<file path="src/rtl/pixel_pkg.sv">
// Shared types and constants for the RGB stream packer: phase encoding and
// the 4-pixel -> 3-word little-endian packing function.
package pixel_pkg;

  typedef enum logic [1:0] {
    PH0 = 2'd0,
    PH1 = 2'd1,
    PH2 = 2'd2,
    PH3 = 2'd3
  } pack_phase_t;

  localparam int PIX_W        = 24;
  localparam int WORD_W       = 32;
  localparam int PIX_PER_GRP  = 4;
  localparam int WORD_PER_GRP = 3;

  // Word completed by pixel p in the given phase; hold carries the leftover bytes.
  function automatic logic [WORD_W-1:0] pack_word(input pack_phase_t ph,
                                                   input logic [PIX_W-1:0] p,
                                                   input logic [PIX_W-1:0] hold);
    logic [WORD_W-1:0] w;
    w = 32'h0000_0000;
    case (ph)
      PH1:     w = {p[7:0],  hold[23:0]};
      PH2:     w = {p[15:0], hold[15:0]};
      PH3:     w = {p[23:0], hold[7:0]};
      default: w = 32'h0000_0000;
    endcase
    return w;
  endfunction

endpackage

</file>
<file path="src/rtl/rgb_stream_packer_raster.sv">
// Raster position tracker: x/y advance on each accepted pixel and wrap at
// the line and frame boundaries; eol/eof describe the current position.
module raster_counter #(
  parameter int H_RES = 640,
  parameter int V_RES = 480
) (
  input  logic                                      clk,
  input  logic                                      rst,
  input  logic                                      step,
  output logic [((H_RES > 1) ? $clog2(H_RES) : 1)-1:0] x,
  output logic [((V_RES > 1) ? $clog2(V_RES) : 1)-1:0] y,
  output logic                                      eol,
  output logic                                      eof
);

  localparam int XW = (H_RES > 1) ? $clog2(H_RES) : 1;
  localparam int YW = (V_RES > 1) ? $clog2(V_RES) : 1;
  localparam logic [XW-1:0] X_LAST = XW'(H_RES - 1);
  localparam logic [YW-1:0] Y_LAST = YW'(V_RES - 1);

  logic [XW-1:0] x_r;
  logic [YW-1:0] y_r;

  assign x   = x_r;
  assign y   = y_r;
  assign eol = (x_r == X_LAST);
  assign eof = (x_r == X_LAST) && (y_r == Y_LAST);

  // Position counters, frozen whenever no pixel is accepted
  always_ff @(posedge clk or posedge rst) begin
    if (rst) begin
      x_r <= {XW{1'b0}};
      y_r <= {YW{1'b0}};
    end else if (step) begin
      if (eol) begin
        x_r <= {XW{1'b0}};
        y_r <= eof ? {YW{1'b0}} : (y_r + YW'(1));
      end else begin
        x_r <= x_r + XW'(1);
      end
    end
  end

endmodule

</file>
<file path="src/rtl/rgb_stream_packer.sv">
// Packs 24-bit RGB pixels into 32-bit AXI4-Stream video words (4 px -> 3 words)
// with tuser on the first word of a frame and tlast on the last word of a line.
module rgb_stream_packer
  import pixel_pkg::*;
#(
  parameter int PIX_WIDTH = 24,
  parameter int OUT_WIDTH = 32,
  parameter int H_RES     = 640,
  parameter int V_RES     = 480
) (
  input  logic                 clk,
  input  logic                 rst,
  input  logic [PIX_WIDTH-1:0] pix_in,
  input  logic                 pix_valid,
  output logic                 pix_ready,
  output logic [OUT_WIDTH-1:0] out_tdata,
  output logic                 out_tvalid,
  input  logic                 out_tready,
  output logic                 out_tuser,
  output logic                 out_tlast,
  output logic                 frame_done
);

  localparam int XW = (H_RES > 1) ? $clog2(H_RES) : 1;
  localparam int YW = (V_RES > 1) ? $clog2(V_RES) : 1;

  if (H_RES % PIX_PER_GRP != 0) begin : g_bad_hres
    $error("rgb_stream_packer: H_RES must be a multiple of 4");
  end
  if (PIX_WIDTH != PIX_W || OUT_WIDTH != WORD_W) begin : g_bad_width
    $error("rgb_stream_packer: only 24-bit pixels and 32-bit words are supported");
  end

  pack_phase_t       phase_r, phase_nxt_s;
  logic [PIX_W-1:0]  hold_r, hold_nxt_s;
  logic [WORD_W-1:0] word_s;
  logic              pix_acc_s, word_acc_s, load_s;
  logic              sof_pend_r, eof_word_r;
  logic [XW-1:0]     x_s;
  logic [YW-1:0]     y_s;
  logic              eol_s, eof_s;

  logic [WORD_W-1:0] tdata_r;
  logic              tvalid_r, tuser_r, tlast_r, frame_done_r;

  // Accepting a pixel in PH0 never produces a word, so it can always proceed.
  assign pix_ready  = (phase_r == PH0) | ~tvalid_r | out_tready;
  assign pix_acc_s  = pix_valid & pix_ready;
  assign word_acc_s = tvalid_r & out_tready;
  assign word_s     = pack_word(phase_r, pix_in, hold_r);

  assign out_tdata  = tdata_r;
  assign out_tvalid = tvalid_r;
  assign out_tuser  = tuser_r;
  assign out_tlast  = tlast_r;
  assign frame_done = frame_done_r;

  raster_counter #(
    .H_RES (H_RES),
    .V_RES (V_RES)
  ) u_raster (
    .clk  (clk),
    .rst  (rst),
    .step (pix_acc_s),
    .x    (x_s),
    .y    (y_s),
    .eol  (eol_s),
    .eof  (eof_s)
  );

  // Phase state register and hold register
  always_ff @(posedge clk or posedge rst) begin
    if (rst) begin
      phase_r <= PH0;
      hold_r  <= 24'h00_0000;
    end else begin
      phase_r <= phase_nxt_s;
      hold_r  <= hold_nxt_s;
    end
  end

  // Next phase, leftover bytes to hold, and whether a word completes now
  always_comb begin
    phase_nxt_s = phase_r;
    hold_nxt_s  = hold_r;
    load_s      = 1'b0;
    if (pix_acc_s) begin
      case (phase_r)
        PH0: begin
          hold_nxt_s  = pix_in;
          phase_nxt_s = PH1;
        end
        PH1: begin
          hold_nxt_s  = {8'h00, pix_in[23:8]};
          load_s      = 1'b1;
          phase_nxt_s = PH2;
        end
        PH2: begin
          hold_nxt_s  = {16'h0000, pix_in[23:16]};
          load_s      = 1'b1;
          phase_nxt_s = PH3;
        end
        PH3: begin
          load_s      = 1'b1;
          phase_nxt_s = PH0;
        end
        default: begin
          phase_nxt_s = PH0;
        end
      endcase
    end else begin
      phase_nxt_s = phase_r;
    end
  end

  // Start-of-frame flag: armed by pixel (0,0), consumed by the next word out
  always_ff @(posedge clk or posedge rst) begin
    if (rst) begin
      sof_pend_r <= 1'b1;
    end else if (pix_acc_s && (x_s == {XW{1'b0}}) && (y_s == {YW{1'b0}})) begin
      sof_pend_r <= 1'b1;
    end else if (load_s) begin
      sof_pend_r <= 1'b0;
    end
  end

  // AXIS output register; loads only when empty or draining this cycle
  always_ff @(posedge clk or posedge rst) begin
    if (rst) begin
      tdata_r      <= 32'h0000_0000;
      tvalid_r     <= 1'b0;
      tuser_r      <= 1'b0;
      tlast_r      <= 1'b0;
      eof_word_r   <= 1'b0;
      frame_done_r <= 1'b0;
    end else begin
      frame_done_r <= word_acc_s & tlast_r & eof_word_r;
      if (load_s) begin
        tdata_r    <= word_s;
        tvalid_r   <= 1'b1;
        tuser_r    <= sof_pend_r;
        tlast_r    <= (phase_r == PH3) & eol_s;
        eof_word_r <= (phase_r == PH3) & eof_s;
      end else if (word_acc_s) begin
        tvalid_r   <= 1'b0;
      end
    end
  end

endmodule

</file>
<file path="config.mk">
export PLATFORM = sky130hd
export DESIGN_NAME = rgb_stream_packer
export DESIGN_NICKNAME = d
export VERILOG_FILES = /design/src/rtl/pixel_pkg.sv /design/src/rtl/rgb_stream_packer_raster.sv /design/src/rtl/rgb_stream_packer.sv
export SDC_FILE = /design/constraint.sdc
export NUM_CORES = 1
export LEC_CHECK = 0
export BUFFER_PORTS_ARGS = -buffer_cell sky130_fd_sc_hd__buf_2
export CAP_MARGIN = 20
export CORE_MARGIN = 4
export CORE_UTILIZATION = 50
export DETAILED_ROUTE_END_ITERATION = 8
export GPL_TIMING_DRIVEN = 0
export HOLD_SLACK_MARGIN = 0.15
export PLACE_DENSITY = 0.81
export SETUP_SLACK_MARGIN = 0.02
export SYNTH_ARGS = -nofsm -noshare
export SYNTH_HDL_FRONTEND = slang
export SYNTH_SLANG_ARGS = --single-unit
</file>
<file path="constraint.sdc">
create_clock -name clk -period 6.61 [get_ports clk]
set_input_delay 0.3305 -clock clk [delete_from_list [all_inputs] [get_ports clk]]
set_output_delay 0.3305 -clock clk [all_outputs]
set_load 0.02 [all_outputs]
</file>
==> results.py, run 1 <==
metrics = {
    "sta": {
        "timing.max_slew.rel_slack_pct": 63.2,
        "timing_worst_slew_pin_value_ns": 0.549,
        "final.period_utilization_pct": 32.7,
        "final_setup_skew_ns": 0.0131,
        "layout_min_cycle_time_ns": 2.16,
        "hold_viol": 0,
        "holdWs_ns": 0.266,
        "max_freq_mhz": 462,
        "timing.final.max_slew_violations": 0,
        "tns_ns": 0,
        "rsz0062_at_grt": "false",
        "setup_viol": 0,
    },
    "global_route": {
        "grt.overflow.total": 0,
        "wire_length_of_the_first_global_routing_pass_mm": 17.0,
        "pin_count_of_the_biggest_net_entering_global_routing": 60,
        "number_of_antenna_violations_at_the_first_check_in_global_routing": 0,
        "groute.usage.overall_pct": 22.0,
        "grt_pass1_vias": 3419,
    },
    "pwr": {
        "leakage_power_of_the_design_nw": 2.17,
        "internal_power_mw": 1.21,
        "power_per_cell_area_mw_per_mm2": 456,
        "power_mw": 2.14,
        "power.net_switching_mw": 0.930,
        "clock_power_share_pct": 17.9,
        "ir_worst_vdd_v": 0.000238,
        "swShare_pct": 43.4,
        "power_frac_seq_pct": 36.7,
        "power.combinational.fraction_pct": 45.4,
    },
    "setup_path": {
        "worstPathRequired_ns": 6.88,
        "r2r_slack_ns": 4.45,
        "timing.critical_path.from_type": "register",
        "critPathMaxFanout": 10,
        "worstPathArrival_ns": 2.43,
        "ff2ff_path_depth": 9,
        "rr_startpoint": "phase_r[0]",
        "crit_end_element": "register",
        "critical_path.reg2reg.endpoint": "hold_r[21]",
        "worstSetupPathType": "register to register",
    },
    "die": {
        "dieHeight_um": 97.6,
        "core_region_area_mm2": 0.00777,
        "boundaryPins": 65,
        "initial_core_util_pct": 51.7,
        "die_x_um": 97.6,
        "die_area_mm2": 0.00953,
        "num_rows": 32,
    },
    "cts": {
        "tritoncts_num_sinks": 83,
        "path_clk_slew_ns": 0.10,
        "post-cts-setup-buffer-count": 0,
        "tritoncts.num_buffers": 9,
        "clock_path_buffers": 2,
        "cts-hold-fix-buffers": 1,
        "cts_root_buf": "sky130_fd_sc_hd__clkbuf_8",
        "clk_lat_worst_skew_ns": 0.36,
        "number_of_levels_the_h_tree_was_split_into": 3,
        "cts_resized": 0,
        "clock_tree_from_tritoncts": "built",
    },
    "routing": {
        "drt_iter0_markers": 410,
        "route.vias.total": 3528,
        "drt_pre_antenna_iters": 9,
        "vias_per_cell": 5.92,
        "wirelength_mm": 10.2,
        "number_of_drc_violations_after_detailed_routing": 0,
        "antenna_nets_post_route": 0,
        "drt-wirelength-per-cell_um": 17.2,
    },
    "place": {
        "postPlaceCellArea_mm2": 0.00449,
        "place_inst": 579,
        "dpl.hpwl_mm": 7.55,
        "final_weighted_congestion_in_routability_driven_placement": 0.911,
        "buffer_ports.inserted": 63,
    },
    "synthesis": {
        "ys_seq_area_share_pct": 51.8,
        "synth_fp_nets": 450,
        "syn_inst": 413,
        "synth-warning-count": 0,
        "postSynthRegisterBits": 83,
        "synth-edff-count": 0,
        "most_frequently_used_flop_master_after_synthesis": "sky130_fd_sc_hd__dfrtp_1",
        "syn_area_per_cell_um2": 9.72,
        "yosysTopAreaCellShare_pct": 51.1,
        "synth.largest_area_cell": "sky130_fd_sc_hd__dfrtp_1",
        "post_synth_arst_share_pct": 100,
        "synthDistinctLibCells": 47,
        "mappedNetlistArea_mm2": 0.00402,
        "synth_top_cells_by_area": "sky130_fd_sc_hd__dfrtp_1 (51%), sky130_fd_sc_hd__o21ai_0 (6.7%), sky130_fd_sc_hd__nand2_1 (6.1%)",
    },
    "worst_hold_path": {
        "holdPathStages": 3,
        "min_path_type": "input port to register",
        "holdCritStartpoint": "pix_in[16]",
        "min_delay_worst_endpoint": "hold_r[16]",
    },
    "cells_and_area": {
        "antennaDiodeCount": 0,
        "layout-drive-gt1-share_pct": 20.4,
        "layout.filler_cells": 686,
        "synthesis_to_layout_area_growth_pct": 17.2,
        "final_nets": 526,
        "finish.instance_area_mm2": 0.00471,
        "instances_no_fill": 596,
    },
    "outcome": {
        "outcome": "finished clean",
    },
    "job": {
        "drv_cap": 0,
    },
}
==> cell usage in the layout (no fill, tap or decap), types with 3 or more instances in the layout <==
cell | Yosys | routed
sky130_fd_sc_hd__o21ai_1 | 3 | 3
sky130_fd_sc_hd__a21oi_1 | 5 | 5
sky130_fd_sc_hd__o31ai_1 | 3 | 3
sky130_fd_sc_hd__nand2_1 | 65 | 65
sky130_fd_sc_hd__ha_1 | 9 | 9
sky130_fd_sc_hd__nor2_1 | 28 | 28
sky130_fd_sc_hd__a22oi_1 | 8 | 8
sky130_fd_sc_hd__a22o_1 | 8 | 8
sky130_fd_sc_hd__a222oi_1 | 16 | 16
sky130_fd_sc_hd__nand3_1 | 11 | 11
sky130_fd_sc_hd__o21ai_0 | 54 | 54
sky130_fd_sc_hd__a221oi_1 | 8 | 8
sky130_fd_sc_hd__nor4_1 | 5 | 5
sky130_fd_sc_hd__nand4_1 | 6 | 6
sky130_fd_sc_hd__clkbuf_1 | 18 | 18
sky130_fd_sc_hd__buf_2 | 9 | 72
sky130_fd_sc_hd__and4_1 | 4 | 4
sky130_fd_sc_hd__dfrtp_1 | 82 | 82
sky130_fd_sc_hd__clkbuf_8 | 0 | 10
sky130_fd_sc_hd__a31oi_1 | 8 | 8
sky130_fd_sc_hd__xnor2_1 | 8 | 8
sky130_fd_sc_hd__inv_6 | 0 | 3
sky130_fd_sc_hd__nor2b_1 | 10 | 10
sky130_fd_sc_hd__inv_1 | 8 | 7
sky130_fd_sc_hd__nand2b_1 | 9 | 9
==> registers in the layout, indices dropped and copies added (netlist names) <==
name,flops
out_tdata,32
u_raster.y,9
eof_word_r,1
frame_done,1
out_tvalid,1
u_raster.x,10
sof_pend_r,1
hold_r,24
out_tlast,1
out_tuser,1
phase_r,2
==> layout make-up <==
cell class | instances | area [um2] | area share, %
Sequential cell | 83 | 2080 | 44.2
Multi-Input combinational cell | 291 | 1770 | 37.6
Timing Repair Buffer | 65 | 353 | 7.50
Clock buffer | 10 | 138 | 2.92
Buffer | 30 | 135 | 2.87
Tap cell | 102 | 128 | 2.71
Clock inverter | 6 | 70.1 | 1.49
Inverter | 9 | 36.3 | 0.771
==> how the worst max path moves through the flow <==
stage	to	depth (start not counted)	slack, ns	from
floorplan	eof_word_r	1	4.14	rst
global route	hold_r[21]	9	4.33	phase_r[0]
global placement	out_tdata[24]	2	3.28	rst
CTS	pix_ready	5	4.45	phase_r[0]
finish	hold_r[21]	9	4.45	phase_r[0]
detailed placement	hold_r[21]	9	4.50	phase_r[0]
==> synthesized netlist by cell type (9+ instances only) <==
master	instances
sky130_fd_sc_hd__nor2_1	28
sky130_fd_sc_hd__o21ai_0	54
sky130_fd_sc_hd__dfrtp_1	82
sky130_fd_sc_hd__nand3_1	11
sky130_fd_sc_hd__nand2b_1	9
sky130_fd_sc_hd__nor2b_1	10
sky130_fd_sc_hd__a222oi_1	16
sky130_fd_sc_hd__nand2_1	65
sky130_fd_sc_hd__ha_1	9
sky130_fd_sc_hd__clkbuf_1	18
sky130_fd_sc_hd__buf_2	9
==> cell families after synthesis <==
group,count (synthesis),share of synthesized area (%)
muxes,2,0.561
AOI/OAI and AO/OA,115,18.9
buffers and inverters,39,4.21
DFF,83,51.8
xor gates and xnor gates,10,2.18
and+or+nand+nor,155,19.6
adders and majority gates,9,2.80
==> power groups by stage <==
stage | Clock [mW] | Combinational (mW) | Sequential, mW
floorplan | 0 | 0.566 | 0.883
global placement | 0 | 0.927 | 0.786
detailed placement | 0 | 0.958 | 0.796
CTS | 0.388 | 0.961 | 0.787
global route | 0.413 | 1.07 | 0.809
finish | 0.385 | 0.972 | 0.786
==> metrics by stage <==
| step | util (%) | worst slack [ns] |
|---|---|---|
| after floorplan | - | 4.14 |
| after detailed placement | 57.8 | 4.50 |
| final | 60.6 | 4.45 |
| after CTS | 60.6 | 4.45 |
| after global routing | 60.6 | 4.33 |
| after global placement | 57.4 | 3.28 |
==> critical path, stage by stage (launching register included) <==
cell,delay [ns]
sky130_fd_sc_hd__dfrtp_1,0.44
sky130_fd_sc_hd__inv_1,0.10
sky130_fd_sc_hd__ha_1,0.26
sky130_fd_sc_hd__nor3b_4,0.34
sky130_fd_sc_hd__inv_2,0.15
sky130_fd_sc_hd__nand3b_1,0.16
sky130_fd_sc_hd__buf_4,0.19
sky130_fd_sc_hd__buf_2,0.25
sky130_fd_sc_hd__nand2_1,0.09
sky130_fd_sc_hd__o21ai_0,0.09
==> metal layers <==
layer / global-route usage (%) / vias to the layer above / wire (um)
met2: 32.9 / 172 / 4660
li1: - / 1638 / -
met3: 3.80 / 25 / 758
met1: 31.9 / 1693 / 4570
met4: 8.52 / 0 / 237
met5: 0 / - / 0
(Power assumes the default switching activity.)
==> inputs of run 2 (changes only) <==
clock period = 2.1 ns   (was 6.61 ns; I/O delays follow)
==> run 2 against run 1 <==
Against the previous run: clock power grew to 2.8 times the previous value; die area unchanged; non-clock buffer count up 25; total power grew to 3.1 times the previous value; clock skew down 0.0033 ns; flip-flop and latch count stayed put; final cell count is 4.2% higher; sequential share of layout area is 2.1 points lower; worst hold slack got worse by 0.12 ns; global-route usage grew 1.7 points; critical path type unchanged; critical endpoint is now out_tdata[17].
==> results.py, run 2 (synthesized netlist as in run 1, its figures left out) <==
metrics = {
    "cells_and_area": {
        "mostFrequentLayoutCells": "sky130_fd_sc_hd__dfrtp_1 (81), sky130_fd_sc_hd__buf_2 (70), sky130_fd_sc_hd__nand2_1 (65)",
        "layout.filler_cells": 647,
        "synthesis_to_layout_area_growth_pct": 23.1,
        "layout-drive-gt1-share_pct": 21.2,
        "finish.instance_area_mm2": 0.00494,
        "final_common_cell": "sky130_fd_sc_hd__dfrtp_1",
        "multi_input_comb_area_mm2": 0.00177,
        "antennaDiodeCount": 0,
        "largest_reg_flops": 32,
        "final_nets": 551,
        "seqCellArea_mm2": 0.00208,
        "instances_no_fill": 621,
        "final_util_pct": 63.6,
    },
    "die": {
        "die_area_mm2": 0.00953,
        "core_region_area_mm2": 0.00777,
        "dieHeight_um": 97.6,
        "num_rows": 32,
        "boundaryPins": 65,
        "initial_core_util_pct": 51.7,
        "die_x_um": 97.6,
    },
    "cts": {
        "cts_root_buf": "sky130_fd_sc_hd__clkbuf_8",
        "number_of_levels_the_h_tree_was_split_into": 3,
        "tritoncts.num_buffers": 9,
        "clock_tree_from_tritoncts": "built",
        "path_clk_slew_ns": 0.09,
        "clk_lat_worst_skew_ns": 0.36,
        "tritoncts_num_sinks": 83,
        "clock_path_buffers": 2,
    },
    "sta": {
        "tns_ns": 0,
        "final.period_utilization_pct": 91.7,
        "rsz0062_at_grt": "true",
        "layout_min_cycle_time_ns": 1.93,
        "max_freq_mhz": 519,
        "timing.final.max_slew_violations": 0,
        "final_setup_skew_ns": 0.00977,
        "setup_viol": 0,
        "hold_viol": 0,
        "timing_worst_slew_pin_value_ns": 0.875,
        "timing.max_slew.rel_slack_pct": 41.5,
    },
    "outcome": {
        "outcome": "finished clean",
    },
    "place": {
        "dpl.hpwl_mm": 7.60,
        "buffer_ports.inserted": 63,
        "place_inst": 579,
        "final_weighted_congestion_in_routability_driven_placement": 0.942,
        "postPlaceCellArea_mm2": 0.00448,
    },
    "global_route": {
        "grt_pass1_vias": 3710,
        "met2_usage_pct": 36.3,
        "grtUsageMet1_pct": 32.9,
        "global_route.usage.met3_pct": 4.52,
        "globalRoute.busiestLayer": "met2",
        "grt.overflow.total": 0,
        "number_of_antenna_violations_at_the_first_check_in_global_routing": 0,
        "groute.usage.overall_pct": 23.7,
        "pin_count_of_the_biggest_net_entering_global_routing": 45,
        "wire_length_of_the_first_global_routing_pass_mm": 18.4,
    },
    "routing": {
        "vias_per_cell": 5.92,
        "number_of_drc_violations_after_detailed_routing": 0,
        "drt_iter0_markers": 343,
        "route.vias.total": 3677,
        "wirelength_mm": 10.9,
        "drt-wirelength-per-cell_um": 17.6,
        "antenna_nets_post_route": 0,
        "drt_pre_antenna_iters": 6,
    },
    "job": {
        "drv_cap": 0,
    },
    "pwr": {
        "power_mw": 6.74,
        "leakage_power_of_the_design_nw": 2.28,
        "power_per_cell_area_mw_per_mm2": 1360,
        "ir_worst_vdd_v": 0.000872,
    },
    "setup_path": {
        "critPathMaxFanout": 10,
        "timing.critical_path.from_type": "register",
        "crit_end_element": "register",
        "worstSetupPathType": "register to register",
        "rr_startpoint": "phase_r[0]",
        "r2r_slack_ns": 0.17,
        "worstPathArrival_ns": 2.15,
        "cp-startpoint": "phase_r[0]",
        "worstPathRequired_ns": 2.32,
        "ff2ff_path_depth": 5,
        "critical_path.reg2reg.endpoint": "out_tdata[17]",
        "crit_path_end": "out_tdata[17]",
    },
    "worst_hold_path": {
        "min_path_type": "input port to register",
    },
}
[run 2: cell count changes in the layout (fill, tap and decap cells not counted), moves of 2 or more]
| cell | change |
|---|---|
| sky130_fd_sc_hd__clkbuf_1 | -5 |
| sky130_fd_sc_hd__buf_2 | -2 |
| sky130_fd_sc_hd__clkinvlp_4 | +2 |
| sky130_fd_sc_hd__dlygate4sd3_1 | +24 |
| sky130_fd_sc_hd__clkbuf_2 | +6 |
[run 2: stage by stage]
stage / hold WS (ns) / setup slack (ns)
finish: 0.150 / 0.173
CTS: 0.154 / 0.0205
detailed placement: 0.325 / -0.00717
global route: 0.189 / -0.00450
floorplan: 0.254 / 0.323
global placement: 0.400 / 0.0891
[run 2: area by class of cell]
type / count / area share [%]
Sequential cell: 83 / 42.1
Timing Repair Buffer: 90 / 12.0
Clock buffer: 9 / 2.51
Inverter: 9 / 0.759
Buffer: 30 / 3.06
Tap cell: 102 / 2.58
Clock inverter: 7 / 1.19
Multi-Input combinational cell: 291 / 35.8
[run 2: timing repair]
item,in CTS,in global routing
setup endpoints to repair,13,42
gates resized for setup,3,11
hold endpoints to repair,71,0
hold buffers,25,0
buffers inserted,0,1
pin swaps,0,1
[run 2: worst max-delay path: stages (launching register included)]
cell	delay (ns)
sky130_fd_sc_hd__dfrtp_2	0.45
sky130_fd_sc_hd__ha_1	0.20
sky130_fd_sc_hd__clkbuf_1	0.23
sky130_fd_sc_hd__clkbuf_1	0.28
sky130_fd_sc_hd__a222oi_1	0.50
sky130_fd_sc_hd__o21ai_0	0.13
[run 2: power by group]
group	leakage (nW)	internal, mW	switching, mW	total, mW
clock	0.0925	0.451	0.638	1.09
sequential	1.07	2.14	0.345	2.49
combinational	1.12	1.15	2.02	3.17
[run 2: routing by layer]
layer  share of wire [%]  wire (um)  vias up
li1                    -          -     1690
met1                  43       4710     1726
met2                  44       4800      212
met3                 8.6        940       49
met4                 4.1        449        0
met5                   0          0        -
[run 2: worst min path at each step]
stage | startpoint | endpoint | cells past startpoint
detailed placement | rst | out_tdata[14] | 2
finish | pix_in[14] | out_tdata[30] | 3
floorplan | pix_in[16] | hold_r[16] | 2
global route | pix_in[14] | out_tdata[22] | 3
global placement | pix_in[16] | hold_r[16] | 3
CTS | pix_in[14] | out_tdata[30] | 3
==> inputs of run 3 (changes only) <==
ABC_AREA = 1   (was unset)
CORE_MARGIN = 8   (was 4)
PLACE_DENSITY = 0.8   (was 0.81)
SYNTH_HIERARCHICAL = 1   (was unset)
==> run 3 against run 2 <==
Against the previous run: synthesized cell count is 46% higher; die area is 28% higher; sequential power hardly changed; global-route usage is 3.5 points lower; total power is 5.1% higher; cell area is 8.7% higher; combinational power is 4% higher; critical path type unchanged.
==> results.py, run 3 <==
metrics = {
    "setup_path": {
        "crit_path_buf_inv_count": 5,
        "cp_cell_sequence": "inv_1, ha_1, inv_1, nand3_2, nand2_4, inv_1, buf_4, nand3_1, nor2_4, nand3_2, nand2_1, inv_1, nor2_1",
        "worstPathRequired_ns": 2.39,
        "path_depth": 13,
        "crit_slowest_cell": "sky130_fd_sc_hd__dfrtp_1",
        "worstPathArrival_ns": 2.10,
        "critical_path.reg2reg.endpoint": "u_raster/x[9]",
        "crit_path_top_cell_by_count": "sky130_fd_sc_hd__inv_1",
        "critPathMaxFanout": 8,
        "critPathTopFamily": "simple AND/OR/NAND/NOR gates",
        "worstSetupPathType": "register to register",
        "rr_startpoint": "phase_r[0]",
        "crit_end_element": "register",
        "ff2ff_path_depth": 13,
        "r2r_slack_ns": 0.29,
        "timing.critical_path.from_type": "register",
        "worst_path_largest_cell_delay_ns": 0.43,
    },
    "die": {
        "initial_core_util_pct": 51.5,
        "die_x_um": 111,
        "num_rows": 34,
        "core_region_area_mm2": 0.00868,
        "dieHeight_um": 111,
        "die_area_mm2": 0.0122,
        "boundaryPins": 65,
    },
    "routing": {
        "drt_pre_antenna_iters": 6,
        "route.vias.total": 4113,
        "antenna_nets_post_route": 0,
        "wirelength_mm": 12.2,
        "drt_iter0_markers": 245,
        "drt-wirelength-per-cell_um": 15.0,
        "vias_per_cell": 5.08,
        "number_of_drc_violations_after_detailed_routing": 0,
    },
    "cts": {
        "clock_tree_from_tritoncts": "built",
        "number_of_levels_the_h_tree_was_split_into": 3,
        "clock_path_buffers": 2,
        "tritoncts_num_sinks": 83,
        "post-cts-setup-buffer-count": 0,
        "path_clk_slew_ns": 0.09,
        "clk_lat_worst_skew_ns": 0.35,
        "tritoncts.num_buffers": 9,
        "cts_resized": 0,
        "cts_root_buf": "sky130_fd_sc_hd__clkbuf_8",
    },
    "synthesis": {
        "synth.area.mux_share_pct": 0,
        "ys_seq_area_share_pct": 46.5,
        "mappedNetlistArea_mm2": 0.00447,
        "synth-edff-count": 0,
        "synth.cells.most_frequent": "sky130_fd_sc_hd__nand2_1 (276), sky130_fd_sc_hd__dfrtp_1 (82), sky130_fd_sc_hd__inv_1 (56), sky130_fd_sc_hd__o21ai_0 (37), sky130_fd_sc_hd__nand3_1 (33)",
        "synth-adder-area-share_pct": 1.96,
        "synth_top_family_by_area": "simple AND/OR/NAND/NOR gates",
        "synth_top_cells_by_area": "sky130_fd_sc_hd__dfrtp_1 (46%), sky130_fd_sc_hd__nand2_1 (23%), sky130_fd_sc_hd__inv_1 (4.7%)",
        "yosysTopAreaCellShare_pct": 45.9,
        "synth_fp_nets": 636,
        "syn_inst": 601,
        "most_frequently_used_flop_master_after_synthesis": "sky130_fd_sc_hd__dfrtp_1",
        "synth-warning-count": 6,
        "postSynthRegisterBits": 83,
        "synth-xor-area-share_pct": 1.37,
        "synthDistinctLibCells": 29,
        "synthSimpleGateAreaFrac_pct": 33.2,
        "synth.largest_area_cell": "sky130_fd_sc_hd__dfrtp_1",
        "yosysMostFrequentCell": "sky130_fd_sc_hd__nand2_1",
        "post_synth_arst_share_pct": 100,
        "syn_area_per_cell_um2": 7.43,
        "synth_compound_gate_area_share_pct": 8.12,
    },
    "worst_hold_path": {
        "holdPathStages": 5,
        "holdCritStartpoint": "pix_in[7]",
        "min_delay_worst_endpoint": "out_tdata[15]",
        "min_path_type": "input port to register",
    },
    "sta": {
        "hold_viol": 0,
        "holdWs_ns": 0.155,
        "final.period_utilization_pct": 86.1,
        "timing.max_slew.rel_slack_pct": 50.1,
        "layout_min_cycle_time_ns": 1.81,
        "tns_ns": 0,
        "timing_worst_slew_pin_value_ns": 0.747,
        "final_setup_skew_ns": 0.00805,
        "setup_viol": 0,
        "max_freq_mhz": 553,
        "timing.final.max_slew_violations": 0,
        "setup_ws_ns": 0.293,
        "rsz0062_at_grt": "false",
    },
    "global_route": {
        "grt_pass1_vias": 4129,
        "grt.overflow.total": 0,
        "groute.usage.overall_pct": 20.2,
        "number_of_antenna_violations_at_the_first_check_in_global_routing": 0,
        "pin_count_of_the_biggest_net_entering_global_routing": 41,
        "wire_length_of_the_first_global_routing_pass_mm": 20.3,
    },
    "cells_and_area": {
        "instances_no_fill": 810,
        "layout.filler_cells": 789,
        "largest_reg_flops": 32,
        "final_common_cell": "sky130_fd_sc_hd__nand2_1",
        "antennaDiodeCount": 0,
        "layout-drive-gt1-share_pct": 17.8,
        "final_nets": 732,
        "mostFrequentLayoutCells": "sky130_fd_sc_hd__nand2_1 (276), sky130_fd_sc_hd__dfrtp_1 (82), sky130_fd_sc_hd__buf_2 (73)",
        "synthesis_to_layout_area_growth_pct": 20.2,
    },
    "place": {
        "final_weighted_congestion_in_routability_driven_placement": 0.888,
        "place_inst": 774,
        "dp_slack_ns": 0.279,
        "dpl.hpwl_mm": 8.89,
        "buffer_ports.inserted": 64,
    },
    "pwr": {
        "leakage_power_of_the_design_nw": 2.86,
        "power_mw": 7.09,
        "power_per_cell_area_mw_per_mm2": 1320,
        "ir_worst_vdd_v": 0.000501,
    },
    "outcome": {
        "outcome": "finished clean",
    },
    "job": {
        "drv_cap": 0,
    },
}
[run 3: worst max path at each step]
stage	from	endpoint
after detailed placement	phase_r[0]	u_raster/x[9]
after floorplan	rst	eof_word_r
after CTS	phase_r[0]	u_raster/x[9]
after global routing	phase_r[0]	u_raster/x[9]
final	phase_r[0]	u_raster/x[9]
after global placement	rst	out_tdata[2]
[run 3: worst reg2reg max path: stages (launching register included)]
cell	delay, ns
sky130_fd_sc_hd__dfrtp_1	0.43
sky130_fd_sc_hd__inv_1	0.11
sky130_fd_sc_hd__ha_1	0.17
sky130_fd_sc_hd__inv_1	0.07
sky130_fd_sc_hd__nand3_2	0.09
sky130_fd_sc_hd__nand2_4	0.09
sky130_fd_sc_hd__inv_1	0.06
sky130_fd_sc_hd__buf_4	0.16
sky130_fd_sc_hd__nand3_1	0.13
sky130_fd_sc_hd__nor2_4	0.17
sky130_fd_sc_hd__nand3_2	0.08
sky130_fd_sc_hd__nand2_1	0.06
sky130_fd_sc_hd__inv_1	0.03
sky130_fd_sc_hd__nor2_1	0.09
[run 3: kinds of logic (layout without fill, tap and decap cells)]
group,after synthesis,count (layout)
simple gates,353,353
flops,83,83
buf+inv,83,184
compound gates,68,68
fa+ha+maj,7,7
xor+xnor,7,7
[run 3: timing repair]
| action | CTS | global route |
|---|---|---|
| hold buffers | 20 | 0 |
| hold endpoints to repair | 71 | 0 |
| endpoints found under the setup margin | 0 | 0 |
[run 3: area by class of cell]
type                    instances  area (um2)  area share (%)
inverters                      62         235            4.38
multi-input cells             435        1990            37.1
clock buffers                  12         155            2.89
plain buffers                  21         161            3.00
clock inverters                 4        72.6            1.35
repair buffers                 85         541            10.1
flip-flops and latches         83        2080            38.7
well taps                     108         135            2.52
[run 3: metrics by stage]
stage | area (um2) | util, %
2_1_floorplan | 4470 | -
3_3_place_gp | 4920 | 56.7
3_5_place_dp | 4940 | 57.0
4_1_cts | 5370 | 61.9
5_1_grt | 5370 | 61.9
6_report | 5370 | 61.9
[run 3: power breakdown]
| group | leakage [nW] | internal (mW) | switching (mW) |
|---|---|---|---|
| Clock | 0.113 | 0.734 | 0.582 |
| Combinational | 1.68 | 1.10 | 2.20 |
| Sequential | 1.08 | 2.14 | 0.332 |
[run 3: routing by layer]
metal  track usage (%)  share of wire (%)  vias to the layer above
met5                 0                  0                        -
met1              24.1                 42                     1885
met4              9.10                2.6                        0
li1                  -                  -                     2062
met2              34.3                 50                      140
met3              4.06                6.1                       26
